<file path="src/rtl/menu_button_ctrl.sv">
// menu_button_ctrl
//   Turns mouse position and left-button level into registered hover flags,
//   press-and-release qualified clicks, a one-cycle start request and the
//   local/remote connect handshake with a timeout on unanswered requests.
//
//   Click FSM states:
//     state     | meaning
//     IDLE      | button up, waiting for a press
//     ARM_START | pressed over start, fires on release while still hovering
//     ARM_CONN  | pressed over connect, fires on release while still hovering
//     WAIT_REL  | press not qualifying as a click, wait for release
//
// Ports:
//   clk, rst_n               clock, async active-low reset
//   menu_en                  menu screen active
//   MOUSE_X, MOUSE_Y         pointer position (10 bit, clk-synchronous)
//   MOUSE_LEFT               left button level
//   remote_connect_in        async connect request from peer
//   mouse_on_start_button    registered hover flag, start button
//   mouse_on_connect_button  registered hover flag, connect button
//   send_connect             local connect request pending/held
//   receive_connect          synchronized remote request
//   connected                send_connect & receive_connect
//   start_game               one-cycle start pulse
//   connect_timeout          one-cycle pulse when a request times out
module menu_button_ctrl #(
  parameter logic [9:0]  START_X0       = 10'd240,
  parameter logic [9:0]  START_X1       = 10'd400,
  parameter logic [9:0]  START_Y0       = 10'd230,
  parameter logic [9:0]  START_Y1       = 10'd290,
  parameter logic [9:0]  CONN_X0        = 10'd240,
  parameter logic [9:0]  CONN_X1        = 10'd400,
  parameter logic [9:0]  CONN_Y0        = 10'd330,
  parameter logic [9:0]  CONN_Y1        = 10'd390,
  parameter logic [31:0] TIMEOUT_CYCLES = 32'd500_000_000
) (
  input  logic       clk,
  input  logic       rst_n,
  input  logic       menu_en,
  input  logic [9:0] MOUSE_X,
  input  logic [9:0] MOUSE_Y,
  input  logic       MOUSE_LEFT,
  input  logic       remote_connect_in,
  output logic       mouse_on_start_button,
  output logic       mouse_on_connect_button,
  output logic       send_connect,
  output logic       receive_connect,
  output logic       connected,
  output logic       start_game,
  output logic       connect_timeout
);

  typedef enum logic [1:0] {IDLE, ARM_START, ARM_CONN, WAIT_REL} state_t;

  state_t      state_q, state_d;
  logic        hov_start_q, hov_start_d;
  logic        hov_conn_q, hov_conn_d;
  logic        left_q, left_d;
  logic        sync1_q, sync1_d;
  logic        sync2_q, sync2_d;
  logic        send_q, send_d;
  logic        start_q, start_d;
  logic        timeout_q, timeout_d;
  logic [31:0] cnt_q, cnt_d;

  logic in_start, in_conn, press, release_evt;
  logic fire_start, fire_conn, counting, at_tc;

  // Hover decode; start wins if the rectangles ever overlap.
  always_comb begin
    in_start = (MOUSE_X >= START_X0) && (MOUSE_X < START_X1) &&
               (MOUSE_Y >= START_Y0) && (MOUSE_Y < START_Y1);
    in_conn  = (MOUSE_X >= CONN_X0) && (MOUSE_X < CONN_X1) &&
               (MOUSE_Y >= CONN_Y0) && (MOUSE_Y < CONN_Y1);
    hov_start_d = menu_en & in_start;
    hov_conn_d  = menu_en & in_conn & ~in_start;
  end

  // left_q tracks the button even with the menu off, so a press held
  // across menu_en rising produces no edge.
  assign left_d      = MOUSE_LEFT;
  assign press       = MOUSE_LEFT & ~left_q;
  assign release_evt = ~MOUSE_LEFT & left_q;

  always_comb begin
    state_d    = state_q;
    fire_start = 1'b0;
    fire_conn  = 1'b0;
    if (!menu_en) begin
      state_d = IDLE;
    end else begin
      case (state_q)
        IDLE: begin
          if (press) begin
            if (hov_start_q)     state_d = ARM_START;
            else if (hov_conn_q) state_d = ARM_CONN;
            else                 state_d = WAIT_REL;
          end
        end
        ARM_START: begin
          if (release_evt) begin
            fire_start = hov_start_q;
            state_d    = IDLE;
          end else if (!hov_start_q) begin
            state_d = WAIT_REL;
          end
        end
        ARM_CONN: begin
          if (release_evt) begin
            fire_conn = hov_conn_q;
            state_d   = IDLE;
          end else if (!hov_conn_q) begin
            state_d = WAIT_REL;
          end
        end
        WAIT_REL: begin
          if (release_evt) state_d = IDLE;
        end
        default: state_d = IDLE;
      endcase
    end
  end

  assign sync1_d = remote_connect_in;
  assign sync2_d = sync1_q;

  // Connect request and timeout. A user action takes precedence over the
  // timeout, so a cancel landing on the terminal count gives no pulse.
  always_comb begin
    counting  = send_q & ~sync2_q;
    at_tc     = counting && (cnt_q == (TIMEOUT_CYCLES - 32'd1));
    send_d    = send_q;
    timeout_d = 1'b0;
    start_d   = fire_start;
    if (fire_conn) begin
      if (!send_q)          send_d = 1'b1;
      else if (!connected)  send_d = 1'b0;
    end else if (at_tc) begin
      send_d    = 1'b0;
      timeout_d = 1'b1;
    end
    if (counting && !at_tc) cnt_d = cnt_q + 32'd1;
    else                    cnt_d = 32'd0;
  end

  always_ff @(posedge clk or negedge rst_n) begin
    if (!rst_n) begin
      state_q     <= IDLE;
      hov_start_q <= 1'b0;
      hov_conn_q  <= 1'b0;
      left_q      <= 1'b0;
      sync1_q     <= 1'b0;
      sync2_q     <= 1'b0;
      send_q      <= 1'b0;
      start_q     <= 1'b0;
      timeout_q   <= 1'b0;
      cnt_q       <= 32'd0;
    end else begin
      state_q     <= state_d;
      hov_start_q <= hov_start_d;
      hov_conn_q  <= hov_conn_d;
      left_q      <= left_d;
      sync1_q     <= sync1_d;
      sync2_q     <= sync2_d;
      send_q      <= send_d;
      start_q     <= start_d;
      timeout_q   <= timeout_d;
      cnt_q       <= cnt_d;
    end
  end

  assign mouse_on_start_button   = hov_start_q;
  assign mouse_on_connect_button = hov_conn_q;
  assign send_connect            = send_q;
  assign receive_connect         = sync2_q;
  assign connected               = send_q & sync2_q;
  assign start_game              = start_q;
  assign connect_timeout         = timeout_q;

endmodule
</file>
<file path="config.mk">
export PLATFORM = sky130hd
export DESIGN_NAME = menu_button_ctrl
export DESIGN_NICKNAME = d
export VERILOG_FILES = /design/src/rtl/menu_button_ctrl.sv
export SDC_FILE = /design/constraint.sdc
export NUM_CORES = 1
export LEC_CHECK = 0
export BUFFER_PORTS_ARGS = -buffer_cell sky130_fd_sc_hd__buf_2
export CAP_MARGIN = 20
export CELL_PAD_IN_SITES_DETAIL_PLACEMENT = 0
export CELL_PAD_IN_SITES_GLOBAL_PLACEMENT = 1
export CORE_ASPECT_RATIO = 1.25
export CORE_MARGIN = 2
export CORE_UTILIZATION = 44
export DETAILED_ROUTE_END_ITERATION = 10
export GPL_TIMING_DRIVEN = 0
export PLACE_DENSITY_LB_ADDON = 0.08
export SLEW_MARGIN = 20
export SYNTH_ARGS = -nofsm -noshare
export SYNTH_HDL_FRONTEND = slang
export SYNTH_SLANG_ARGS = --single-unit
</file>
<file path="constraint.sdc">
create_clock -name clk -period 2 [get_ports clk]
set_input_delay 0.3 -clock clk [delete_from_list [all_inputs] [get_ports clk]]
set_output_delay 0.3 -clock clk [all_outputs]
set_load 0.02 [all_outputs]
</file>
==> results list <==
- Summing all multi-input logic gate instances after layout gives 0.001167 mm^2.
- At the end of routability-driven placement, the weighted congestion stood at approximately 0.72.
* Clock network latency to the later pin of the worst-skew pair: a little under 300 ps
- Worst setup skew after layout: about 12 ps
- Total clock sinks: 42
- Setup repair after global routing left no endpoint under its margin.
- The initial antenna violation count came to 0.
* DR WL/cell: 14.30 um
- Summing all non-filler instances in the final layout gives an area of roughly 0.0026 mm^2.
- The root buffer cell chosen for the clock tree is sky130_fd_sc_hd__clkbuf_8.
* Final worst path period need: approximately 1900 ps
- Post-route total power: between 1.5 and 2 mW
- Relative to the synthesized area, the layout overhead comes to 13.21%.
- In the global route stage, overall resource usage came out at 0.1876.
* Die Ht: 84.52 um
- Global-route wire length before repair: 8252 um
- Floorplan row count: 29
- Total grt overflow: 0
- The synthesized netlist occupies a cell area of ~0.0023 mm^2.
- DRC errors left: 0
- After detailed routing, the number of vias per cell comes to approximately 5.5.
* Leakage power: 1.110 nW
- The largest individual stage delay along the critical path comes from the cell sky130_fd_sc_hd__or4_4.
- MaxCap Viol Count: 0
* Number of inserted diodes: 0
* Maximum number of pins on one net before global-route repair: between 40 and 50
* Largest area contributor in the netlist: sky130_fd_sc_hd__dfrtp_1
- The routed layout has about 1900 vias.
* Result of the run: complete, no violations
- Number of buffers added by the clock tree synthesis step: 5
* Worst Tran Pin Value: approximately 930 ps
- TritonCTS built the clock tree.
* Final-layout setup total negative slack: 0 ps
- Number of setup violations in the final report: 0
- IO Pins: 32
- The detail route stage leaves a number of antenna-violating nets equal to 0.
- Most used standard cells in the synthesized netlist: 43 x sky130_fd_sc_hd__nor2_1, 42 x sky130_fd_sc_hd__dfrtp_1, 20 x sky130_fd_sc_hd__xor2_1, 18 x sky130_fd_sc_hd__nand2_1
* CP Launch Type: register
- The placed instances occupy a cell area of 0.002490 mm^2.
- Total count of hold-check failures in the final report: 0
* Total wire length after detailed routing: roughly 4800 um
* CP Max Fanout: 10
* Final critical-path share of the clock period: 0.9418
- Yosys warning count: 0
- Number of nets in the final layout: 307
- Fraction of the yosys area taken by sequential cells: 0.4605
- The share of synthesized area in the top cell type comes to 0.4605.
- Avg Inst Size Synth: ~9.5 um^2
- Counting every net in the synthesized netlist gives between 200 and 300.
- The via count of the first global-routing pass came to around 1800.
- For this run, the share of the core covered by cells in the final layout is 0.5123.
- Crit-path max cell delay: 560 ps
* Iteration count of the initial detailed-routing pass: 4
* Category of the worst setup path capture point: register
* Count of input and output buffers: 26
- Synthesized instance count: 241
* Data arrival time of the worst path: slightly above 2000 ps
- The most common cell in the synthesized netlist is sky130_fd_sc_hd__nor2_1.
* Yosys cell types: 40
- Share of flip-flops with an asynchronous set or reset after synthesis: 1.000
- For this run, the top clock speed supported by timing is between 500 and 600 MHz.
- Crit Path Class: reg2reg
- Once detailed placement completed, the half-perimeter wirelength came to 3549 um.
- Max rail drop VDD: around 400 uV
- PwrDens: between 600 and 700 mW/mm^2
- The min-delay analysis places its worst path in the category in2reg.
- Traced cell by cell, the critical path runs through or4_4 > nor3_2 > nand3_2 > o21ai_4 > buf_6 > nor2_1.
- For this block, the initial DRC count from the detailed router was 71.
- After clock tree synthesis, the clock-pin slew on the worst setup and hold paths is approximately 80 ps.
* CTS max path bufs: 2
- Area taken by flip-flops and latches: 0.001051 mm^2
* Clock H-tree levels: 2
- Post-synthesis sequential element count: 42
- Filler cells: 512
* Number of pins exceeding their max-slew limit in the final report: 0
- By area the synthesized netlist is led by sky130_fd_sc_hd__dfrtp_1 46%, sky130_fd_sc_hd__xor2_1 7.7%, sky130_fd_sc_hd__nor2_1 7.1%.
- Share of layout cells above drive strength 1: 0.1630
* Most common flop cell mapped by yosys: sky130_fd_sc_hd__dfrtp_1
- Die Area: roughly 0.0058 mm^2
* Slew HR: 0.3784
- At the worst endpoint, the required time is 2180 ps.
* Die Wd: between 60 and 70 um
- Counting flops with a built-in enable in the synthesized netlist gives 0.
* Initial Utilization: 0.4525
- After floorplanning, the core was sized to cover about 0.005 mm^2.
[power breakdown]
| part | internal, mW | switching (mW) | leakage [nW] | total [mW] |
|---|---|---|---|---|
| Clock | 0.240 | 0.263 | 0.0383 | 0.503 |
| Combinational | 0.0859 | 0.110 | 0.495 | 0.196 |
| Sequential | 0.871 | 0.0218 | 0.577 | 0.893 |
| Total | 1.20 | 0.395 | 1.11 | 1.59 |
[critical path: cells and delay by family, from the launching register on]
| family | cells | cell delay [ps] |
|---|---|---|
| AND/OR/NAND/NOR | 4 | 900 |
| flip-flops | 1 | 440 |
| AO/OA/AOI/OAI | 1 | 250 |
| buffers and inverters | 1 | 180 |
[per-stage QoR]
step / setup slack (ps) / hold WS, ps / instances
6_report: 116.3 / 117.2 / 338
3_5_place_dp: 73.85 / 338.1 / 329
4_1_cts: 52.46 / 109.1 / 336
3_3_place_gp: 76.35 / 335.3 / 329
2_1_floorplan: 283.5 / 4.409 / 241
5_1_grt: 26.04 / 104.4 / 338
[flip-flops by register name, indices dropped and copies added, names as in the netlist]
signal,flops
send_connect,1
cnt_q,32
start_game,1
left_q,1
state_q,2
connect_timeout,1
mouse_on_connect_button,1
mouse_on_start_button,1
receive_connect,1
sync1_q,1
[layout by cell type (no fill, tap or decap), drive strengths merged, types with 7 or more instances in the layout]
cell	Yosys	routed
buf	5	32
clkbuf	0	8
dfrtp	42	42
inv	7	7
nand2	18	18
nand3	16	16
nand4	16	16
nor2	43	43
nor3	7	7
o21ai	8	8
xor2	20	20
[per-layer routing]
metal / vias up / track usage / share of wire
li1: 918 / - / -
met1: 909 / 0.2252 / 0.44
met2: 27 / 0.3260 / 0.52
met3: 5 / 0.04021 / 0.034
met4: 0 / 0.05636 / 0.011
met5: - / 0 / 0
[final timing paths]
kind                            cells after the start                        end  slack (ps)                start
min in group asynchronous                           1        cnt_q[17]$_DFF_PN0_         140                rst_n
max in group asynchronous                           1         cnt_q[6]$_DFF_PN0_        1270                rst_n
worst min register to register                      0  receive_connect$_DFF_PN0_         350    sync1_q$_DFF_PN0_
worst max register to register                      6        cnt_q[25]$_DFF_PN0_         120  cnt_q[17]$_DFF_PN0_
worst max-delay path                                6        cnt_q[25]$_DFF_PN0_         120  cnt_q[17]$_DFF_PN0_
worst min-delay path                                1          sync1_q$_DFF_PN0_         120    remote_connect_in
[kinds of logic after synthesis]
family	share of synthesized area
compound gates	0.07950
xor+xnor	0.09978
fa+ha+maj	0.03289
buf+inv	0.02796
flops	0.4605
simple gates	0.2993
[area by class of cell]
class / instances / area share
Inverter: 7 / 0.01017
Multi-Input combinational cell: 187 / 0.4518
Timing Repair Buffer: 28 / 0.05617
Buffer: 5 / 0.01550
Sequential cell: 42 / 0.4068
Clock buffer: 7 / 0.02954
Tap cell: 62 / 0.03002
[timing repair]
action / 4_1_cts / 5_1_grt
buffers inserted: 0 / 2
gates resized for setup: 0 / 1
hold buffers: 0 / 0
endpoints found under the hold margin: 0 / 0
setup endpoints to repair: 0 / 20
(Power assumes the default switching activity.)
